**src/rtl/bcd_serial_sub_pkg.sv**
```systemverilog
// ============================================================================
// Module   : bcd_serial_sub_pkg
// Purpose  : Shared types and constants for the serial BCD subtractor.
// Revision : 1.0  initial release
// ============================================================================
`default_nettype none

package bcd_serial_sub_pkg;

   localparam int BCD_MAX  = 9;
   localparam int BCD_BASE = 10;

   typedef enum logic [1:0] {
      IDLE  = 2'd0,
      ACCUM = 2'd1,
      EMIT  = 2'd2
   } state_t;

   function automatic logic is_bad_digit(input logic [3:0] d);
      return d > 4'(BCD_MAX);
   endfunction

endpackage

`default_nettype wire

```
**src/rtl/bcd_serial_sub_if.sv**
```systemverilog
// ============================================================================
// Module   : bcd_serial_sub_if
// Purpose  : Digit-stream handshake and status bundle of the BCD subtractor.
// Revision : 1.0  initial release
// ============================================================================
`default_nettype none

interface bcd_serial_sub_if;

   logic       start;
   logic       in_valid;
   logic       in_ready;
   logic [3:0] a_digit;
   logic [3:0] b9_digit;
   logic       out_valid;
   logic       out_ready;
   logic [3:0] out_digit;
   logic       neg;
   logic       done;
   logic       err;
   logic       busy;

   modport master (
      output start, in_valid, a_digit, b9_digit, out_ready,
      input  in_ready, out_valid, out_digit, neg, done, err, busy
   );

   modport slave (
      input  start, in_valid, a_digit, b9_digit, out_ready,
      output in_ready, out_valid, out_digit, neg, done, err, busy
   );

endinterface

`default_nettype wire

```
**src/rtl/bcd_digit_adder.sv**
```systemverilog
// ============================================================================
// Module   : bcd_digit_adder
// Purpose  : One-digit BCD adder with decimal carry correction.
// Revision : 1.0  initial release
// ============================================================================
`default_nettype none

module bcd_digit_adder
   import bcd_serial_sub_pkg::*;
(
   input  logic [3:0] a,
   input  logic [3:0] b,
   input  logic       cin,
   output logic [3:0] sum,
   output logic       cout
);

   logic [4:0] raw;

   always_comb begin
      raw = {1'b0, a} + {1'b0, b} + {4'b0000, cin};
      if (raw > 5'(BCD_MAX)) begin
         sum  = 4'(raw - 5'(BCD_BASE));
         cout = 1'b1;
      end else begin
         sum  = raw[3:0];
         cout = 1'b0;
      end
   end

endmodule

`default_nettype wire

```
**src/rtl/bcd_serial_sub.sv**
```systemverilog
// ============================================================================
// Module   : bcd_serial_sub
// Purpose  : Serial LSD-first BCD subtractor (A + 9's(B) + 1), sign-magnitude out.
// Revision : 1.0  initial release
// ============================================================================
`default_nettype none

module bcd_serial_sub
   import bcd_serial_sub_pkg::*;
#(
   parameter int NDIGITS = 4
)(
   input  logic             clk,
   input  logic             rst_n,
   bcd_serial_sub_if.slave  bus
);

   localparam int CW = $clog2(NDIGITS);

   state_t          state;
   state_t          state_nxt;
   logic [CW-1:0]   count;
   logic            carry;
   logic            c2;
   logic            neg_flag;
   logic            err_flag;
   logic            done_pulse;
   logic [3:0]      buffer [NDIGITS];

   logic            in_fire;
   logic            out_fire;
   logic            last;
   logic [3:0]      acc_sum;
   logic            acc_cout;
   logic [3:0]      cmp_sum;
   logic            cmp_cout;
   logic [3:0]      nines;
   logic [3:0]      out_sel;

   assign in_fire  = (state == ACCUM) && bus.in_valid;
   assign out_fire = (state == EMIT) && bus.out_ready;
   assign last     = (count == CW'(NDIGITS - 1));

   bcd_digit_adder u_acc_adder (
      .a    (bus.a_digit),
      .b    (bus.b9_digit),
      .cin  (carry),
      .sum  (acc_sum),
      .cout (acc_cout)
   );

   // A negative difference arrives as a 10's complement; re-complement it.
   assign nines = 4'(BCD_MAX) - buffer[count];

   bcd_digit_adder u_cmp_adder (
      .a    (nines),
      .b    (4'd0),
      .cin  (c2),
      .sum  (cmp_sum),
      .cout (cmp_cout)
   );

   assign out_sel = neg_flag ? cmp_sum : buffer[count];

   always_ff @(posedge clk or negedge rst_n) begin
      if (!rst_n) begin
         state <= IDLE;
      end else begin
         state <= state_nxt;
      end
   end

   always_comb begin
      state_nxt = state;
      unique case (state)
         IDLE:    if (bus.start)      state_nxt = ACCUM;
         ACCUM:   if (in_fire && last)  state_nxt = EMIT;
         EMIT:    if (out_fire && last) state_nxt = IDLE;
         default: state_nxt = IDLE;
      endcase
   end

   always_comb begin
      bus.in_ready  = (state == ACCUM);
      bus.out_valid = (state == EMIT);
      bus.busy      = (state != IDLE);
      bus.out_digit = (state == EMIT) ? out_sel : 4'd0;
      bus.neg       = neg_flag;
      bus.err       = err_flag;
      bus.done      = done_pulse;
   end

   always_ff @(posedge clk or negedge rst_n) begin
      if (!rst_n) begin
         count      <= '0;
         carry      <= 1'b0;
         c2         <= 1'b0;
         neg_flag   <= 1'b0;
         err_flag   <= 1'b0;
         done_pulse <= 1'b0;
      end else begin
         done_pulse <= 1'b0;
         unique case (state)
            IDLE: begin
               if (bus.start) begin
                  carry    <= 1'b1;
                  count    <= '0;
                  err_flag <= 1'b0;
                  neg_flag <= 1'b0;
               end
            end
            ACCUM: begin
               if (in_fire) begin
                  carry <= acc_cout;
                  if (is_bad_digit(bus.a_digit) || is_bad_digit(bus.b9_digit)) begin
                     err_flag <= 1'b1;
                  end
                  if (last) begin
                     count    <= '0;
                     c2       <= 1'b1;
                     neg_flag <= ~acc_cout;
                  end else begin
                     count <= count + CW'(1);
                  end
               end
            end
            EMIT: begin
               if (out_fire) begin
                  c2 <= cmp_cout;
                  if (last) begin
                     count      <= '0;
                     done_pulse <= 1'b1;
                  end else begin
                     count <= count + CW'(1);
                  end
               end
            end
            default: begin
               count <= '0;
            end
         endcase
      end
   end

   // Digit storage carries no reset; it is always written before being read.
   always_ff @(posedge clk) begin
      if (in_fire) begin
         buffer[count] <= acc_sum;
      end
   end

endmodule

`default_nettype wire

```
**src/flat_wrapper.sv**
```systemverilog
// flat-port wrapper written by rule: the top's interface ports become plain ports
module bcd_serial_sub_flat import bcd_serial_sub_pkg::*;
#(
   parameter int NDIGITS = 4
)
  (clk, rst_n, bus_start, bus_in_valid, bus_a_digit, bus_b9_digit, bus_out_ready, bus_in_ready, bus_out_valid, bus_out_digit, bus_neg, bus_done, bus_err, bus_busy);
  bcd_serial_sub_if bus_i ();
  input  logic clk;
  input  logic rst_n;
  input wire logic [$bits(bus_i.start)-1:0] bus_start;
  input wire logic [$bits(bus_i.in_valid)-1:0] bus_in_valid;
  input wire logic [$bits(bus_i.a_digit)-1:0] bus_a_digit;
  input wire logic [$bits(bus_i.b9_digit)-1:0] bus_b9_digit;
  input wire logic [$bits(bus_i.out_ready)-1:0] bus_out_ready;
  output wire logic [$bits(bus_i.in_ready)-1:0] bus_in_ready;
  output wire logic [$bits(bus_i.out_valid)-1:0] bus_out_valid;
  output wire logic [$bits(bus_i.out_digit)-1:0] bus_out_digit;
  output wire logic [$bits(bus_i.neg)-1:0] bus_neg;
  output wire logic [$bits(bus_i.done)-1:0] bus_done;
  output wire logic [$bits(bus_i.err)-1:0] bus_err;
  output wire logic [$bits(bus_i.busy)-1:0] bus_busy;
  assign bus_i.start = bus_start;
  assign bus_i.in_valid = bus_in_valid;
  assign bus_i.a_digit = bus_a_digit;
  assign bus_i.b9_digit = bus_b9_digit;
  assign bus_i.out_ready = bus_out_ready;
  assign bus_in_ready = bus_i.in_ready;
  assign bus_out_valid = bus_i.out_valid;
  assign bus_out_digit = bus_i.out_digit;
  assign bus_neg = bus_i.neg;
  assign bus_done = bus_i.done;
  assign bus_err = bus_i.err;
  assign bus_busy = bus_i.busy;
  bcd_serial_sub #(.NDIGITS(NDIGITS)) u_core (.clk(clk), .rst_n(rst_n), .bus(bus_i));
endmodule
```
**config.mk**
```make
export PLATFORM = sky130hd
export DESIGN_NAME = bcd_serial_sub_flat
export DESIGN_NICKNAME = d
export VERILOG_FILES = /design/src/rtl/bcd_serial_sub_pkg.sv /design/src/rtl/bcd_serial_sub_if.sv /design/src/rtl/bcd_digit_adder.sv /design/src/rtl/bcd_serial_sub.sv /design/src/flat_wrapper.sv
export SDC_FILE = /design/constraint.sdc
export NUM_CORES = 1
export LEC_CHECK = 0
export ABC_CLOCK_PERIOD_IN_PS = 4000
export BUFFER_PORTS_ARGS = -buffer_cell sky130_fd_sc_hd__buf_2
export CORE_MARGIN = 3
export CORE_UTILIZATION = 59
export CTS_BUF_LIST = sky130_fd_sc_hd__clkbuf_4
export DETAILED_ROUTE_END_ITERATION = 8
export GPL_TIMING_DRIVEN = 0
export PLACE_DENSITY = 0.8
export SLEW_MARGIN = 5
export SYNTH_ARGS = -nofsm -noshare
export SYNTH_HDL_FRONTEND = slang
export SYNTH_SLANG_ARGS = --single-unit
```
**constraint.sdc**
```tcl
create_clock -name clk -period 4 [get_ports clk]
set_input_delay 0.6 -clock clk [delete_from_list [all_inputs] [get_ports clk]]
set_output_delay 0.6 -clock clk [all_outputs]
set_load 0.01 [all_outputs]
```
==> results of run 1 <==
[state kept, by name, summed over array words and instances (netlist names)]
name             count
u_core.buffer       16
u_core.bus.done      1
u_core.bus.err       1
u_core.bus.neg       1
u_core.c2            1
u_core.carry         1
u_core.count         2
u_core.state         2
[synthesized netlist by cell type, drive strengths merged (2+ instances only)]
cell type,count,area share
ha,18,0.14
edfxtp,16,0.29
inv,12,0.027
nand2,11,0.025
a21oi,9,0.027
dfrtp,9,0.14
o21ai,7,0.021
nor2,6,0.014
and3,5,0.019
mux4,4,0.061
nand3,4,0.012
and2,3,0.011
mux2i,3,0.018
nor3,3,0.0091
o31ai,3,0.014
xnor2,3,0.016
a211oi,2,0.0091
a21o,2,0.0091
clkbuf,2,0.0046
fa,2,0.024
nor2b,2,0.0076
o211ai,2,0.0091
xor2,2,0.011
[power by group through the flow]
| stage | Combinational, mW | Sequential, mW | Clock [mW] |
|---|---|---|---|
| 2_1_floorplan | 0.585 | 0.382 | 0 |
| 3_3_place_gp | 0.716 | 0.385 | 0 |
| 3_5_place_dp | 0.745 | 0.388 | 0 |
| 4_1_cts | 0.766 | 0.382 | 0.118 |
| 5_1_grt | 0.887 | 0.387 | 0.129 |
| 6_report | 0.777 | 0.381 | 0.115 |
[layout make-up]
type	count	area [sq um]
flip-flops and latches	25	706
well taps	30	37.5
clock inverters	1	8.76
clock buffers	3	22.5
fillers	193	722
inverters	12	45.0
repair buffers	23	118
multi-input cells	103	890
plain buffers	3	18.8
[worst max path at each step]
stage	end	startpoint	slack, ns
final	bus_out_digit[3]	u_core.count[0]	0.17
after CTS	bus_out_digit[3]	u_core.count[0]	0.08
after global placement	bus_out_digit[3]	u_core.count[0]	0.44
after floorplan	bus_out_digit[3]	u_core.count[0]	0.63
after detailed placement	bus_out_digit[3]	u_core.count[0]	0.37
after global routing	bus_out_digit[3]	u_core.count[0]	-0.006
[routing by layer]
| metal | up-vias | GRT usage |
|---|---|---|
| met5 | - | 0 |
| met4 | 0 | 0.0518 |
| met3 | 2 | 0.0329 |
| met2 | 30 | 0.311 |
| met1 | 549 | 0.232 |
| li1 | 586 | - |
[cells by family (layout without fill, tap and decap cells)]
| kind of cell | count (synthesis) | in the layout |
|---|---|---|
| AOI/OAI and AO/OA | 33 | 33 |
| xor gates and xnor gates | 6 | 6 |
| adders and majority gates | 20 | 20 |
| buffers and inverters | 15 | 42 |
| DFF | 25 | 25 |
| muxes | 7 | 7 |
| and+or+nand+nor | 37 | 37 |
[worst max-delay path, cell delays in order (launching register included)]
cell,delay (ns)
dfrtp_1,0.39
buf_6,0.14
mux4_1,0.60
inv_1,0.10
ha_1,0.28
xnor2_2,0.22
ha_2,0.25
nand2_1,0.11
a32oi_4,0.31
a311oi_1,0.09
o31ai_1,0.26
buf_2,0.17
[through the flow]
stage	worst slack, ns	setup TNS (ns)	hold slack, ns	std cells	power (mW)
global placement	0.444	0	0.460	195	1.10
CTS	0.0818	0	0.108	199	1.27
global route	-0.00620	-0.00620	0.102	200	1.40
detailed placement	0.367	0	0.463	195	1.13
finish	0.170	0	0.105	200	1.27
floorplan	0.631	0	0.304	143	0.967
[timing repair]
action | in CTS | in global routing
hold buffers | 0 | 0
gates resized for setup | 1 | 3
buffers inserted | 0 | 1
pin swaps | 0 | 1
endpoints found under the setup margin | 1 | 3
==> summary.md, run 1 <==
| Metric | Value |
|---|---|
| Yosys warns | 0 |
| Fin util | 0.719 |
| Switching Fraction | 0.431 |
| Net switching power | 0.548 mW |
| Worst slew pin tran | around 0.52 ns |
| Layout net count | ~200 |
| Post-synthesis cell area | 0.00165 sq mm |
| Startpoint Class | register |
| Power share of the clock group | 0.090 |
| Clock Path Buffers | 2 |
| Top Metal Used | met4 |
| Grt ovf | 0 |
| Antenna fix cells | 0 |
| Via density | roughly 6 |
| PwrDens | 690 mW/mm^2 |
| Largest family of logic cells by synthesized area | adder cells |
| Drt wl/cell | 14.2 um |
| IR drop worst, VDD | 598 uV |
| Starting Density | 0.643 |
| CTS tree | built |
| Core area | 0.00257 sq mm |
| Post-Synth Simple-Gate Area | 0.110 |
| Cell Rows | 18 |
| R2r setup slk | 1.24 ns |
| Hold Vio Cnt, Final | 0 |
| Asr flop ratio synth | 0.360 |
| CP Class | register to primary output |
| GPL Wtd Cong | 0.816 |
| Vias after detailed routing | 1167 |
| Seq/Total Area, Yosys | 0.428 |
| Drt drc | 0 |
| Pleak | around 0.82 nW |
| # IOs | 23 |
| Metal1 wirelength | 1270 um |
| Number of distinct library cells after synthesis | 39 |
| DRT Pass-1 Iters | 4 |
| Complex-gate fraction of the synthesized area | 0.142 |
| Reg2reg end | u_core.c2 |
| Top FF cell, synth | edfxtp_1 |
| Final setup violating endpoints | 0 |
| Worst Path Max Fanout | 6 |
| CTS Sinks | 25 |
| First-pass GRT wire length | 4820 um |
| Vias in the first global route | 1135 |
| H-tree depth | 1 |
| Yosys reg bits | 25 |
| Routed Antenna Nets | 0 |
| Hold WC Path Type | input port to asynchronous set/reset pin |
| EDFF count, synth | 16 |
| Critical R2R Launch | u_core.count[0] |
| Final Cycle Share | 0.958 |
| Post-Synthesis Net Count | 176 |
| Arrival @ worst endpoint | 3.23 ns |
| Post-layout instance area | 0.00185 sq mm |
| Most frequent cells in the layout | buf_2 (22), ha_1 (16), edfxtp_1 (16) |
| Worst clock skew | 0.00506 ns |
| CTS Root Buffer Type | clkbuf_4 |
| Gate power share | 0.611 |
| Status | finished clean |
| Met3 wire length | 150 um |
| DP Area | around 0.0018 sq mm |
| Internal power | 0.725 mW |
| Clock Latency Late Sink | about 0.31 ns |
| Min Tclk post-route | 3.83 ns |
| Number of port buffers | 22 |
| Layout overhead on the synthesized area | 11.8% |
| Max-cap violations | 0 |
| Post-Synth XOR/XNOR Area | 0.0417 |
| DRT iter0 DRCs | 43 |
| Die Span X | 58.9 um |
| Slew headroom | 0.652 |
| TritonCTS Buffers | 3 |
| HPWL Detailed | around 2300 um |
| Mux cell area share after synthesis | 0.0796 |
| Gate Count Post-Synth | 143 |
| Routed WL | between 2000 and 3000 um |
| Initial antenna violation count | 0 |
| Worst-path clk slew | 0.14 ns |
| Most common cell after layout, fill and taps aside | buf_2 |
| Fmax | 261 MHz |
| Register-to-Register Path Depth | 10 |
| Share of cells above drive strength 1 | 0.206 |
| Sequential Power Share | 0.299 |
| Mean Syn Cell Area | 11.5 sq um |
| GRT Resource Usage Total | 0.181 |
| Die ar. | between 0.003 and 0.004 sq mm |
| CP required | 3.40 ns |
| Adder-Cell Fraction of Synth Area | 0.161 |
| Slew Limit Fails | 0 |
| Crit end category | primary output |
| DR WL met2 | roughly 1400 um |
| Largest net degree at the start of global routing | 17 |
| Die Y | 58.9 um |
Note: power is estimated with default switching activity, not from simulation.
==> run 2, diff against run 1 <==
CORE_UTILIZATION = 52   (was 59)
PLACE_DENSITY = 0.71   (was 0.8)
==> summary.md, run 2 (synthesis results as in run 1) <==
| Metric | Value |
|---|---|
| Status | finished clean (unchanged) |
| IR drop worst, VDD | 483 uV (was 598 uV) |
| CTS Hold Bufs | 0 (unchanged) |
| Critical Path Start | u_core.count[0] (unchanged) |
| Worst clock skew | 0.00777 ns (was 0.00506 ns) |
| DRT Pass-1 Iters | 3 (was 4) |
| Pleak | 0.822 nW (was 0.817 nW) |
| DRT iter0 DRCs | 38 (was 43) |
| Worst-path clk slew | 0.15 ns (was 0.14 ns) |
| Sequential Power Share | 0.288 (was 0.299) |
| TritonCTS Buffers | 3 (unchanged) |
| CTS Root Buffer Type | clkbuf_4 (unchanged) |
| Routed WL | 3140 um (was 2850 um) |
| Min Tclk post-route | 3.79 ns (was 3.83 ns) |
| Net switching power | 0.574 mW (was 0.548 mW) |
| Final Cycle Share | 0.947 (was 0.958) |
| Max-cap violations | 0 (unchanged) |
| Die Span X | 62.3 um (was 58.9 um) |
| Layout overhead on the synthesized area | 13.2% (was 11.8%) |
| Initial antenna violation count | 0 (unchanged) |
| Fin util | 0.649 (was 0.719) |
| Critical R2R Launch | u_core.count[0] (unchanged) |
| Gate power share | 0.620 (was 0.611) |
| Via density | 5.64 (was 5.84) |
| Routed Antenna Nets | 0 (unchanged) |
| Antenna fix cells | 0 (unchanged) |
| Worst slew pin tran | 0.535 ns (was 0.522 ns) |
| PwrDens | 708 mW/mm^2 (was 690 mW/mm^2) |
| Vias after detailed routing | 1202 (was 1167) |
| Starting Density | 0.574 (was 0.643) |
| Power share of the clock group | 0.092 (was 0.090) |
| Hold WC Path Type | input port to asynchronous set/reset pin (unchanged) |
| Final setup violating endpoints | 0 (unchanged) |
| Max reg flops | 16 (unchanged) |
| Most common cell after layout, fill and taps aside | buf_2 (unchanged) |
| Post-layout instance area | 0.00187 sq mm (was 0.00185 sq mm) |
| Most frequent cells in the layout | buf_2 (22), ha_1 (16), edfxtp_1 (16) (unchanged) |
| CTS Sinks | 25 (unchanged) |
| Hold Vio Cnt, Final | 0 (unchanged) |
| DP Area | 0.00181 sq mm (was 0.00180 sq mm) |
| Die ar. | 0.00389 sq mm (was 0.00347 sq mm) |
| GRT Resource Usage Total | 0.169 (was 0.181) |
| Clock Path Buffers | 2 (unchanged) |
| Multi-input gate area | 890 sq um (unchanged) |
| H-tree depth | 1 (unchanged) |
| GPL Wtd Cong | 0.770 (was 0.816) |
| WHS | 0.0893 ns (was 0.105 ns) |
| Slew headroom | 0.643 (was 0.652) |
| CTS tree | built (unchanged) |
| CP Class | register to primary output (unchanged) |
| Share of cells above drive strength 1 | 0.211 (was 0.206) |
| Crit end category | primary output (unchanged) |
| Largest net degree at the start of global routing | 17 (unchanged) |
| Vias in the first global route | 1235 (was 1135) |
| Die Y | 62.3 um (was 58.9 um) |
| Final Power | 1.32 mW (was 1.27 mW) |
| Largest registers | u_core.buffer x16, u_core.count x2, u_core.state x2 (unchanged) |
| Register-to-Register Path Depth | 12 (was 10) |
| Fmax | 264 MHz (was 261 MHz) |
| Core area | 0.00288 sq mm (was 0.00257 sq mm) |
| Worst Path Max Fanout | 6 (unchanged) |
| R2r setup slk | 1.13 ns (was 1.24 ns) |
| CP required | 3.40 ns (about the same) |
| Reg2reg end | u_core.c2 (unchanged) |
| FF/Latch Area | 706 sq um (unchanged) |
| Layout net count | 205 (was 204) |
| Startpoint Class | register (unchanged) |
| HPWL Detailed | 2470 um (was 2330 um) |
| Grt ovf | 0 (unchanged) |
| Clock Latency Late Sink | 0.33 ns (was 0.31 ns) |
| Internal power | 0.748 mW (was 0.725 mW) |
| Slew Limit Fails | 0 (unchanged) |
| First-pass GRT wire length | 5370 um (was 4820 um) |
| Cell Rows | 19 (was 18) |
| Switching Fraction | 0.434 (was 0.431) |
| Largest Register | u_core.buffer (unchanged) |
| Drt wl/cell | 14.7 um (was 14.2 um) |
| Filler instances | 235 (was 193) |
| Arrival @ worst endpoint | 3.19 ns (was 3.23 ns) |
| Drt drc | 0 (unchanged) |
| # IOs | 23 (unchanged) |
| Number of port buffers | 22 (unchanged) |
==> run 2: cell types whose count changed in the layout (fill, tap and decap cells not counted), sizes merged <==
cell  change
buf       +1
==> run 2: power groups by stage <==
stage / Sequential, mW / Clock, mW / Combinational (mW)
3_3_place_gp: 0.385 / 0 / 0.719
6_report: 0.381 / 0.121 / 0.819
3_5_place_dp: 0.389 / 0 / 0.758
5_1_grt: 0.387 / 0.132 / 0.914
4_1_cts: 0.383 / 0.121 / 0.777
2_1_floorplan: 0.382 / 0 / 0.585
==> run 2: how the worst max path moves through the flow <==
stage                             to  depth (start not counted)  slack [ns]
finish              bus_out_digit[3]                         11        0.21
floorplan           bus_out_digit[3]                         10        0.63
global placement    bus_out_digit[3]                         11        0.43
CTS                 bus_out_digit[3]                         11        0.03
global route        bus_out_digit[3]                         11       -0.02
detailed placement  bus_out_digit[3]                         11        0.32
==> run 2: layout make-up <==
type / instances / share of cell area
multi-input cells: 103 / 0.476
flip-flops and latches: 25 / 0.378
repair buffers: 24 / 0.0670
well taps: 42 / 0.0281
inverters: 12 / 0.0241
clock buffers: 3 / 0.0121
plain buffers: 3 / 0.0100
clock inverters: 1 / 0.00469
==> run 2: worst max-delay path, stage by stage (launching register included) <==
cell      delay, ns
dfrtp_1        0.39
buf_6          0.14
mux4_1         0.61
inv_1          0.12
ha_1           0.29
xnor2_2        0.23
ha_2           0.25
nand2_1        0.11
a32oi_4        0.25
a311oi_1       0.09
o31ai_1        0.23
buf_2          0.16
==> run 2: per-stage QoR <==
| stage | cells | setup TNS, ns | setup slack (ns) |
|---|---|---|---|
| 2_1_floorplan | 143 | 0 | 0.631 |
| 3_3_place_gp | 207 | 0 | 0.427 |
| 3_5_place_dp | 207 | 0 | 0.317 |
| 4_1_cts | 211 | 0 | 0.0317 |
| 5_1_grt | 213 | -0.0157 | -0.0157 |
| 6_report | 213 | 0 | 0.213 |
==> run 2: layer usage <==
layer | GRT usage | wire, um
met5 | 0 | 0
met4 | 0.0413 | 40
met3 | 0.0162 | 82
met2 | 0.333 | 1650
met1 | 0.194 | 1360
==> run 2: timing repair <==
item                                    in CTS  in global routing
pin swaps                                    0                  2
resized for setup                            1                  3
setup buffers                                0                  2
endpoints found under the setup margin       2                  3
==> run 3, diff against run 2 <==
--- a/config.mk
+++ b/config.mk
@@ -6,5 +6,5 @@
 export NUM_CORES = 1
 export LEC_CHECK = 0
-export ABC_CLOCK_PERIOD_IN_PS = 4000
+export ABC_CLOCK_PERIOD_IN_PS = 3700
 export BUFFER_PORTS_ARGS = -buffer_cell sky130_fd_sc_hd__buf_2
 export CORE_MARGIN = 3
==> constraint.sdc (replaced) <==
create_clock -name clk -period 3.7 [get_ports clk]
set_input_delay 0.555 -clock clk [delete_from_list [all_inputs] [get_ports clk]]
set_output_delay 0.555 -clock clk [all_outputs]
set_load 0.1 [all_outputs]
==> summary.md, run 3 (synthesis results as in run 1) <==
| Metric | Value |
|---|---|
| Sequential Power Share | 0.223 (was 0.288) |
| Final setup violating endpoints | 0 (unchanged) |
| Via density | 5.37 (was 5.64) |
| Internal power | 0.963 mW (was 0.748 mW) |
| Setup TNS | 0 ns (unchanged) |
| Vias after detailed routing | 1171 (was 1202) |
| Slew Limit Fails | 0 (unchanged) |
| Slew headroom | 0.656 (was 0.643) |
| Net switching power | 0.893 mW (was 0.574 mW) |
| Hold Vio Cnt, Final | 0 (unchanged) |
| Number of port buffers | 22 (unchanged) |
| Switching Fraction | 0.481 (was 0.434) |
| CP Class | register to primary output (unchanged) |
| Most frequent cells in the layout | buf_2 (19), edfxtp_1 (16), ha_1 (13) (was buf_2 (22), ha_1 (16), edfxtp_1 (16)) |
| Crit end category | primary output (unchanged) |
| Routed WL | 3030 um (was 3140 um) |
| Worst-path clk slew | 0.13 ns (was 0.15 ns) |
| First-pass GRT wire length | 4860 um (was 5370 um) |
| Layout net count | 210 (was 205) |
| CTS Hold Bufs | 0 (unchanged) |
| Arrival @ worst endpoint | 3.10 ns (was 3.19 ns) |
| Die ar. | 0.00389 sq mm (unchanged) |
| Initial antenna violation count | 0 (unchanged) |
| Antenna fix cells | 0 (unchanged) |
| Hold WC Path Type | input port to asynchronous set/reset pin (unchanged) |
| Largest Register | u_core.buffer (unchanged) |
| H-tree depth | 1 (unchanged) |
| Largest net degree at the start of global routing | 17 (unchanged) |
| TritonCTS Buffers | 3 (unchanged) |
| Layout overhead on the synthesized area | 22.0% (was 13.2%) |
| CTS Root Buffer Type | clkbuf_4 (unchanged) |
| Startpoint Class | register (unchanged) |
| DP Area | 0.00188 sq mm (was 0.00181 sq mm) |
| Fmax | 274 MHz |
| Post-layout instance area | 0.00201 sq mm (was 0.00187 sq mm) |
| Vias in the first global route | 1094 (was 1235) |
| Worst clock skew | 0.00511 ns (was 0.00777 ns) |
| DRT Pass-1 Iters | 4 (was 3) |
| Max-cap violations | 0 (unchanged) |
| Drt drc | 0 (unchanged) |
| Power share of the clock group | 0.068 (was 0.092) |
| Worst slew pin tran | 0.516 ns (was 0.535 ns) |
| Largest registers | u_core.buffer x16, u_core.count x2, u_core.state x2 (unchanged) |
| Share of cells above drive strength 1 | 0.307 (was 0.211) |
| Clock Latency Late Sink | 0.31 ns (was 0.33 ns) |
| Grt ovf | 0 (unchanged) |
| DRT iter0 DRCs | 56 (was 38) |
| Most common cell after layout, fill and taps aside | buf_2 (unchanged) |
| Die Span X | 62.3 um (unchanged) |
| HPWL Detailed | 2310 um (was 2470 um) |
| GRT Resource Usage Total | 0.154 (was 0.169) |
| RSZ-0062 raised after global routing | yes |
| IR drop worst, VDD | 892 uV (was 483 uV) |
| Cell Rows | 19 (unchanged) |
| Drt wl/cell | 13.9 um (was 14.7 um) |
| Status | finished clean (unchanged) |
| Critical R2R Launch | u_core.carry (was u_core.count[0]) |
| CTS Sinks | 25 (unchanged) |
| Starting Density | 0.574 (unchanged) |
| PwrDens | 922 mW/mm^2 (was 708 mW/mm^2) |
| Gate power share | 0.709 (was 0.620) |
| Core area | 0.00288 sq mm (unchanged) |
| Final Cycle Share | 0.987 |
| # IOs | 23 (unchanged) |
| Clock Path Buffers | 2 (unchanged) |
| Pleak | 0.849 nW (was 0.822 nW) |
| Worst Path Max Fanout | 6 (unchanged) |
| CTS tree | built (unchanged) |
| CP required | 3.14 ns (was 3.40 ns) |
| Max reg flops | 16 (unchanged) |
| GPL Wtd Cong | 0.795 (was 0.770) |
| Min Tclk post-route | roughly 3.7 ns |
| Die Y | 62.3 um (unchanged) |
| Routed Antenna Nets | 0 (unchanged) |
| Fin util | 0.700 (was 0.649) |
| Critical Path Start | u_core.count[0] (unchanged) |
==> run 3: critical path, stage by stage (launching register included) <==
cell      delay (ns)
dfrtp_1         0.41
buf_6           0.15
mux4_2          0.52
inv_2           0.10
ha_4            0.22
xnor2_4         0.22
buf_4           0.15
nand3_1         0.11
a32oi_4         0.32
nand4_1         0.15
o211ai_1        0.17
buf_6           0.27
==> run 3: worst paths after layout <==
| check | endpoint | depth (start not counted) | slack (ns) |
|---|---|---|---|
| setup / recovery | bus_out_digit[1] | 11 | 0.05 |
| hold / removal | u_core.state[0] | 1 | 0.06 |
| setup reg to reg | u_core.buffer[1][2] | 8 | 0.90 |
| hold reg to reg | u_core.carry | 1 | 0.56 |
| max in group asynchronous | u_core.carry | 1 | 3.46 |
| min in group clk | u_core.bus.done | 2 | 0.55 |
==> run 3: layer usage <==
| metal | vias up | part of all wire | GRT usage |
|---|---|---|---|
| met5 | - | 0 | 0 |
| met4 | 0 | 0.0050 | 0.0248 |
| met3 | 2 | 0.030 | 0.0270 |
| met2 | 20 | 0.51 | 0.272 |
| met1 | 555 | 0.46 | 0.201 |
| li1 | 594 | - | - |
==> run 3: area by class of cell <==
type | count | area [sq um]
Buffer | 3 | 18.8
Clock inverter | 1 | 8.76
Multi-Input combinational cell | 103 | 966
Sequential cell | 25 | 706
Fill cell | 214 | 863
Inverter | 12 | 45.0
Timing Repair Buffer | 29 | 194
Clock buffer | 3 | 22.5
Tap cell | 42 | 52.6
==> run 3: power groups by stage <==
stage	combinational (mW)	sequential [mW]	clock (mW)
global placement	1.11	0.419	0
CTS	1.15	0.416	0.128
floorplan	0.911	0.460	0
global route	1.43	0.421	0.140
detailed placement	1.14	0.422	0
finish	1.32	0.414	0.126
==> run 3: repair_timing <==
item / CTS / global route
resized for setup: 6 / 9
pin swaps: 0 / 7
endpoints found under the setup margin: 3 / 3
buffers inserted: 0 / 7
==> run 3: metrics by stage <==
stage	hold WS, ns	total power [mW]	setup WS, ns	cells
floorplan	0.259	1.37	-0.281	143
global route	0.0564	1.99	-0.117	218
global placement	0.416	1.53	0.196	207
CTS	0.0672	1.69	-0.0201	211
detailed placement	0.418	1.56	0.161	207
finish	0.0640	1.86	0.0475	218
